--- config.mk ---
export PLATFORM = sky130hd
export DESIGN_NAME = program_counter_unit
export DESIGN_NICKNAME = d
export VERILOG_FILES = /design/src/rtl/pc_pkg.sv /design/src/rtl/pc_ret_stack.sv /design/src/rtl/program_counter_unit.sv
export SDC_FILE = /design/constraint.sdc
export NUM_CORES = 1
export LEC_CHECK = 0
export CELL_PAD_IN_SITES_DETAIL_PLACEMENT = 0
export CELL_PAD_IN_SITES_GLOBAL_PLACEMENT = 1
export CORE_AREA = 2 2 100 102
export DETAILED_ROUTE_END_ITERATION = 6
export DIE_AREA = 0 0 102 104
export GPL_ROUTABILITY_DRIVEN = 0
export HOLD_SLACK_MARGIN = 0.1
export PLACE_DENSITY_LB_ADDON = 0.1
export SLEW_MARGIN = 20
export SYNTH_ARGS = -nofsm -noshare
export SYNTH_HDL_FRONTEND = slang
export SYNTH_SLANG_ARGS = --single-unit
--- constraint.sdc ---
create_clock -name sysclk -period 3 [get_ports sysclk]
set_clock_uncertainty 0.2 [all_clocks]
set_input_delay 0.6 -clock sysclk [delete_from_list [all_inputs] [get_ports sysclk]]
set_output_delay 0.6 -clock sysclk [all_outputs]
set_load 0.005 [all_outputs]
--- src/rtl/pc_pkg.sv ---
// Shared types and helpers for the program counter unit.
// Pure declarations: no state, no latency.
// No flow control.
package pc_pkg;

    localparam int PC_W_DEFAULT = 8;

    typedef enum logic [2:0] {
        SEL_HOLD,
        SEL_JUMP,
        SEL_BRANCH,
        SEL_CALL,
        SEL_RET,
        SEL_INC
    } pc_sel_t;

    // Worked at 32 bits so any PC width fits. The caller truncates the
    // result, which gives modulo-2^PC_W wrap for both increment and
    // two's-complement branch offsets.
    function automatic logic [31:0] next_pc(
        input pc_sel_t     sel,
        input logic [31:0] pc,
        input logic [31:0] jump_addr,
        input logic [31:0] branch_off,
        input logic [31:0] call_addr,
        input logic [31:0] ret_addr
    );
        case (sel)
            SEL_HOLD:   next_pc = pc;
            SEL_JUMP:   next_pc = jump_addr;
            SEL_BRANCH: next_pc = pc + branch_off;
            SEL_CALL:   next_pc = call_addr;
            SEL_RET:    next_pc = ret_addr;
            default:    next_pc = pc + 32'd1;
        endcase
    endfunction

endpackage

--- src/rtl/pc_ret_stack.sv ---
// Return-address LIFO of STACK_DEPTH x PC_W entries.
// Push/pop take effect on the next edge; top is a combinational read.
// Push when full and pop when empty are silently dropped.
module pc_ret_stack #(
    parameter int PC_W        = 8,
    parameter int STACK_DEPTH = 4
) (
    input  logic            sysclk,
    input  logic            rst_n,
    input  logic            push,
    input  logic            pop,
    input  logic [PC_W-1:0] din,
    output logic [PC_W-1:0] top,
    output logic            empty,
    output logic            full
);

    localparam int AW = $clog2(STACK_DEPTH);
    localparam logic [AW:0] FULL_CNT = (AW+1)'(STACK_DEPTH);

    logic [PC_W-1:0] mem [STACK_DEPTH];
    logic [AW:0]     sp;
    logic [AW-1:0]   top_idx;

    // sp counts entries; the top entry lives one slot below it.
    assign top_idx = AW'(sp - (AW+1)'(1));
    assign top     = mem[top_idx];
    assign empty   = (sp == '0);
    assign full    = (sp == FULL_CNT);

    always_ff @(posedge sysclk or negedge rst_n) begin
        if (!rst_n) begin
            sp <= '0;
            for (int i = 0; i < STACK_DEPTH; i++) begin
                mem[i] <= '0;
            end
        end else if (push && !full) begin
            mem[sp[AW-1:0]] <= din;
            sp              <= sp + (AW+1)'(1);
        end else if (pop && !empty) begin
            sp <= sp - (AW+1)'(1);
        end
    end

endmodule

--- src/rtl/program_counter_unit.sv ---
// Instruction-address generator: hold/jump/branch/call/ret/increment.
// One cycle: a request in cycle n shows on b after edge n+1.
// No backpressure; stall holds PC, stack and flags.
module program_counter_unit
    import pc_pkg::*;
#(
    parameter int PC_W        = PC_W_DEFAULT,
    parameter int STACK_DEPTH = 4
) (
    input  logic            sysclk,
    input  logic            rst_n,
    input  logic            stall,
    input  logic            jump,
    input  logic [PC_W-1:0] jump_addr,
    input  logic            branch,
    input  logic [PC_W-1:0] branch_off,
    input  logic            call,
    input  logic [PC_W-1:0] call_addr,
    input  logic            ret,
    input  logic            clr_err,
    output logic [PC_W-1:0] b,
    output logic            stack_empty,
    output logic            stack_full,
    output logic            ovf,
    output logic            udf
);

    pc_sel_t         sel;
    logic            ovf_set;
    logic            udf_set;
    logic [PC_W-1:0] ret_addr;
    logic [PC_W-1:0] b_nxt;

    // A ret on an empty stack degrades to a plain increment.
    always_comb begin
        sel     = SEL_INC;
        udf_set = 1'b0;
        if (stall) begin
            sel = SEL_HOLD;
        end else if (jump) begin
            sel = SEL_JUMP;
        end else if (branch) begin
            sel = SEL_BRANCH;
        end else if (call) begin
            sel = SEL_CALL;
        end else if (ret) begin
            if (stack_empty) begin
                udf_set = 1'b1;
            end else begin
                sel = SEL_RET;
            end
        end
    end

    assign ovf_set = (sel == SEL_CALL) && stack_full;

    assign b_nxt = PC_W'(next_pc(sel, 32'(b), 32'(jump_addr), 32'(branch_off),
                                 32'(call_addr), 32'(ret_addr)));

    pc_ret_stack #(
        .PC_W        (PC_W),
        .STACK_DEPTH (STACK_DEPTH)
    ) u_ret_stack (
        .sysclk (sysclk),
        .rst_n  (rst_n),
        .push   (sel == SEL_CALL),
        .pop    (sel == SEL_RET),
        .din    (b + PC_W'(1)),
        .top    (ret_addr),
        .empty  (stack_empty),
        .full   (stack_full)
    );

    // A new error on the same edge as clr_err leaves the flag set.
    always_ff @(posedge sysclk or negedge rst_n) begin
        if (!rst_n) begin
            b   <= '0;
            ovf <= 1'b0;
            udf <= 1'b0;
        end else begin
            b   <= b_nxt;
            ovf <= ovf_set | (ovf & ~clr_err);
            udf <= udf_set | (udf & ~clr_err);
        end
    end

endmodule

Word level (Yosys, flattened, before mapping)
Index checks and enable logic that the tools add are counted.
{"block": "word_totals", "word_cells": 58, "out_inout_bits": 12, "latch_bits": 0, "inputBits": 32, "memories": 0, "romBits": 0, "ramBits": 0, "reg_bits": 45}
{"block": "op_classes", "div_mod_pow": 0, "n_mul": 0, "reduce_logical": 9, "eq_ne": 5, "n_mux": 21, "n_shift": 0, "bitwise": 7, "n_addsub": 5, "magnitude_cmp": 3}
{"op": "$pmux W8 S5", "count": 1}
{"op": "$bwmux W32", "count": 1}
{"op": "$mux W8", "count": 3}
{"op": "$mux W3", "count": 6}
{"op": "$add A8 B1 Y8 const B", "count": 2}
{"op": "$bmux W8 S2", "count": 1}
{"op": "$demux W8 S2", "count": 1}
{"op": "$add A8 B8 Y8", "count": 1}
{"op": "$mux W1", "count": 8}
{"op": "$eq A3 B2 Y1 const B", "count": 2}
{"op": "$eq A3 B3 Y1 const B", "count": 2}
{"op": "$ge A3 B3 Y1 const B", "count": 2}
{"op": "$logic_not A3 Y1", "count": 2}
{"op": "$not A2 Y3", "count": 2}
{"op": "$logic_and A1 B1 Y1", "count": 4}
{"op": "$add A3 B1 Y3 const B", "count": 1}
{"op": "$eq A3 B1 Y1 const B", "count": 1}
{"op": "$lt A3 B1 Y1 const B", "count": 1}
{"op": "$sub A3 B1 Y3 const B", "count": 1}
{"op": "$and A1 B1 Y1", "count": 2}
{"op": "$logic_not A1 Y1", "count": 2}
{"op": "$or A1 B1 Y1", "count": 2}
{"op": "$reduce_bool A2 Y1", "count": 1}
{"op": "$not A1 Y1", "count": 1}

Logic depth before layout (Yosys ltp)
{"block": "depth", "ltp_word": 11, "depth_mapped": 9, "depth_no_buf": 8}

Modules after synthesis
A second synthesis with hierarchy kept.
{"block": "hier_totals", "hier_cells": 260, "hier_area_um2": 2880.3}
{"mod": "pc_ret_stack", "cells_each": 113, "area_each_um2": 1697.9, "n_inst": 1, "seq_area_each_um2": 875.8}
{"mod": "program_counter_unit", "cells_each": 147, "area_each_um2": 1182.4, "n_inst": 1, "seq_area_each_um2": 250.2}

Worst setup path after synthesis
OpenSTA, ideal clock, no wires.
{"block": "synth_timing", "path_type": "register to register", "startpoint": "reg u_ret_stack.sp[0]", "endpoint": "reg b[6]", "t_required_ns": 2.679, "period_less_slack_ns": 2.495, "setup_slack_ns": 0.505, "setup_time_ns": 0.121, "path_stages_with_launch": 9, "arrival_ns": 2.174, "n_path_buf": 2, "path_cell_list": "dfrtp_1 buf_6 inv_1 ha_1 clkbuf_1 mux4_2 a2111oi_2 o211ai_1 a22o_1"}
{"block": "synth_between", "word_cells_on_any_way": 18, "cone_classes": "add/sub (1); eq/ne (4); mux (10); bitwise (1); reduce/logical (2)"}
{"item": "start, declared", "line_no": "pc_ret_stack.sv:22", "rtl": "logic [AW:0] sp;"}
{"item": "start signal, assigned", "line_no": "pc_ret_stack.sv:39", "rtl": "sp <= sp + (AW+1)'(1);"}
{"item": "start signal, assigned", "line_no": "pc_ret_stack.sv:41", "rtl": "sp <= sp - (AW+1)'(1);"}
{"item": "$sub A3 B1 Y3"}
{"item": "net u_ret_stack.top_idx[0]", "line_no": "pc_ret_stack.sv:23", "rtl": "logic [AW-1:0] top_idx;"}
{"item": "$not A2 Y3 (not written as such)", "line_no": "pc_ret_stack.sv:27", "rtl": "assign top = mem[top_idx];"}
{"item": "$bmux W8 S2", "line_no": "pc_ret_stack.sv:27"}
{"item": "$mux W8 (not written as such) (2 in a row)", "line_no": "pc_ret_stack.sv:27"}
{"item": "$pmux W8 S5", "line_no": "pc_pkg.sv:28", "rtl": "case (sel)"}
{"item": "end signal, assigned", "line_no": "program_counter_unit.sv:81", "rtl": "b <= b_nxt;"}
{"item": "end, declared", "line_no": "program_counter_unit.sv:21", "rtl": "output logic [PC_W-1:0] b,"}
The timed path passes the listed nets, and every way through them passes these cells. The select of a mux whose other input is x is not followed.
A chain may end at the register's enable or synchronous reset.

Worst setup path after layout
{"block": "layout_timing", "startpoint": "reg u_ret_stack.sp[1]", "endpoint": "out stack_empty"}
{"block": "layout_between", "elab_chain_len": 1}
{"item": "$logic_not A3 Y1", "line_no": "pc_ret_stack.sv:28", "rtl": "assign empty = (sp == '0);"}
{"item": "end, declared", "line_no": "program_counter_unit.sv:22", "rtl": "output logic stack_empty,"}
No other way between the ends.

==> flow_metrics.tcl <==
set metrics [dict create \
    synth_top_area_share_pct 40.0 \
    netlist_instances 281 \
    slew_viol_final 0 \
    synth-edff-count 0 \
    yosys_warnings 0 \
    start_kind "register" \
    synthFlopType "dfrtp_1" \
    final_nets 382 \
    clk_pin_slew_ps 90 \
    io_buffers 43 \
    maxCapViolations 0 \
    yosys-top-cells-area "dfrtp_1, nand2_1, ha_1" \
    vdd_drop_max_mv 0.265 \
    grt_pass1_wl_mm 12.5 \
    p_total_mw 2.36 \
    cts_root_buffer "clkbuf_8" \
    cts_sinks 45 \
    setup_viol 0 \
    worst_setup_path_end_kind "output port" \
    cts_tree "built" \
    run_status "finished clean" \
    drt-pass1-iter-count 4 \
    netlist_area_sq_um 2820 \
    numCtsBuffers 5 \
    drive_gt1_share_pct 13.6 \
    synthDistinctLibCells 56 \
    nFillCells 1002 \
    async_flop_share_pct 100 \
    globalRoute.totalOverflow 0 \
    synth_nets 327 \
    critPathArrivalTime_ps 1890 \
    drt_iter0_drc 97 \
    drc_errors 0 \
    start_util_pct 29.5 \
    leakage_nw 1.57 \
    die_w_microns 102 \
    cp_max_fo 5 \
    maxSlewHeadroom_pct 55.8 \
    wl_mm 7.81 \
    yosysTopAreaCell "dfrtp_1" \
    track_usage_pct 15.3 \
    rsz0062_at_grt "no" \
    routedWlPerCell_microns 16.6 \
    path_class "register to output port" \
    syn_to_final_growth_pct 27.3 \
    antenna_found_initial 0 \
    hold_ws_ps 281 \
    n_antenna_cell 0 \
    grt_pass1_vias 2329 \
    vias 2260 \
    die_area_sq_um 10600 \
    vias_per_cell 4.81 \
    rows 36 \
    chipHeight_microns 104 \
    io_pins 44 \
    dp_hpwl_mm 5.95 \
    core_sq_um 9550 \
    finalSetupTns_ps 0 \
    ant_nets 0 \
    powerDensity_nw_per_um2 658 \
    clkLatencyLatePin_ps 300 \
    ys_seq_area_share_pct 40.0 \
    cts_max_level 2 \
    syn_area_per_cell_sq_um 10.0 \
    required_ps 2200 \
    fmaxAchievable_ghz 0.372 \
    synth_seq_cells 45 \
    min_period_over_period_pct 89.6 \
    grt_max_degree 32 \
    tightest_slew_ps 659 \
    clock_tree.buffer_depth 2 \
    hold_path.class "register to register" \
    hold_violations 0 \
    layout_min_cycle_time_ps 2690 \
]
-- critical path: stages (launching register included) --
cell	delay, ps
dfrtp_1	410
inv_1	130
ha_1	250
nand2b_1	160
inv_1	130
clkdlybuf4s50_1	510
-- report_power, final --
group          switching [mW]  internal [mW]  total [mW]
clock network           0.227          0.187       0.414
logic                   0.471          0.500       0.972
registers               0.143          0.831       0.974
-- logic make-up (layout without fill, tap and decap cells) --
group	after synthesis	count (layout)	synth area share (%)
xor+xnor	9	9	2.80
compound gates	82	82	19.6
flops	45	45	40.0
fa+ha+maj	14	14	6.49
mux	15	15	9.86
buf+inv	25	81	4.53
simple gates	91	91	16.7
-- per-layer routing --
layer | routed length (microns) | vias up | track usage, %
li1 | - | 1135 | -
met5 | 0 | - | 0
met1 | 3830 | 1082 | 21.7
met2 | 3570 | 38 | 24.6
met3 | 340 | 5 | 2.22
met4 | 68 | 0 | 3.43
-- cell type report --
class                      instances  area, sq um  share of cell area [%]
timing repair buffer              61          588                    16.4
sequential                        45         1130                    31.4
clock inverter                     2         13.8                   0.384
multi-input combinational        211         1560                    43.6
tap                              133          166                    4.64
inverter                          12         45.0                    1.26
clock buffer                       6         82.6                    2.30
-- per-stage QoR --
| step | setup slack [ps] | std cells | util, % | cell area (sq um) |
|---|---|---|---|---|
| 5_1_grt | 170 | 470 | 37.5 | 3580 |
| 4_1_cts | 287 | 470 | 37.5 | 3580 |
| 6_report | 311 | 470 | 37.5 | 3580 |
| 3_3_place_gp | 174 | 461 | 36.4 | 3480 |
| 2_1_floorplan | 505 | 281 | - | 2820 |
| 3_5_place_dp | 125 | 461 | 36.4 | 3480 |
-- sequential cells by signal, indices dropped and copies added (netlist names) --
register,count
b,8
ovf,1
u_ret_stack.mem,32
u_ret_stack.sp,3
udf,1
-- what timing repair did --
item,in CTS,in global routing
hold endpoints to repair,14,0
gates resized for setup,0,0
hold buffers,1,0
buffers inserted,0,0
-- Yosys cell counts, drive strengths merged (4+ instances only) --
cell and n:
xnor2 5, buf 7, clkbuf 6, a22o 5, nand3 6, xor2 4, mux4 8, ha 13
nor2b 5, a2111oi 4, a21oi 10, dfrtp 45, nand2b 6, mux2 4, and3 4, nor2 9
a21o 4, nand2 48, inv 12, o211ai 4, o21ai 36
-- placed cells by master, fill, tap and decap left out, drive strengths merged, types with 4 or more instances in the layout --
cell           instances
nor2b                  5
and3                   4
xnor2                  5
dfrtp                 45
a21o                   4
inv                   12
buf                   18
nor2                   9
ha                    13
a22o                   5
a21oi                 10
clkbuf                 6
xor2                   4
a2111oi                4
mux2                   4
o21ai                 36
nand3                  6
nand2b                 6
mux4                   8
nand2                 48
o211ai                 4
clkdlybuf4s50         42
-- final timing paths --
check,endpoint,depth (start not counted),slack [ps],start
hold / removal,u_ret_stack.mem[7]$_DFFE_PN0P_,2,280,u_ret_stack.mem[7]$_DFFE_PN0P_
hold reg to reg,u_ret_stack.mem[7]$_DFFE_PN0P_,2,280,u_ret_stack.mem[7]$_DFFE_PN0P_
setup / recovery,stack_empty,5,310,u_ret_stack.sp[1]$_DFFE_PN0P_
max in group asynchronous,u_ret_stack.mem[29]$_DFFE_PN0P_,3,1320,rst_n
min in group asynchronous,b[0]$_DFFE_PN0P_,2,540,rst_n
setup reg to reg,b[4]$_DFFE_PN0P_,8,650,b[0]$_DFFE_PN0P_
Power figures use the tool's default switching activity.
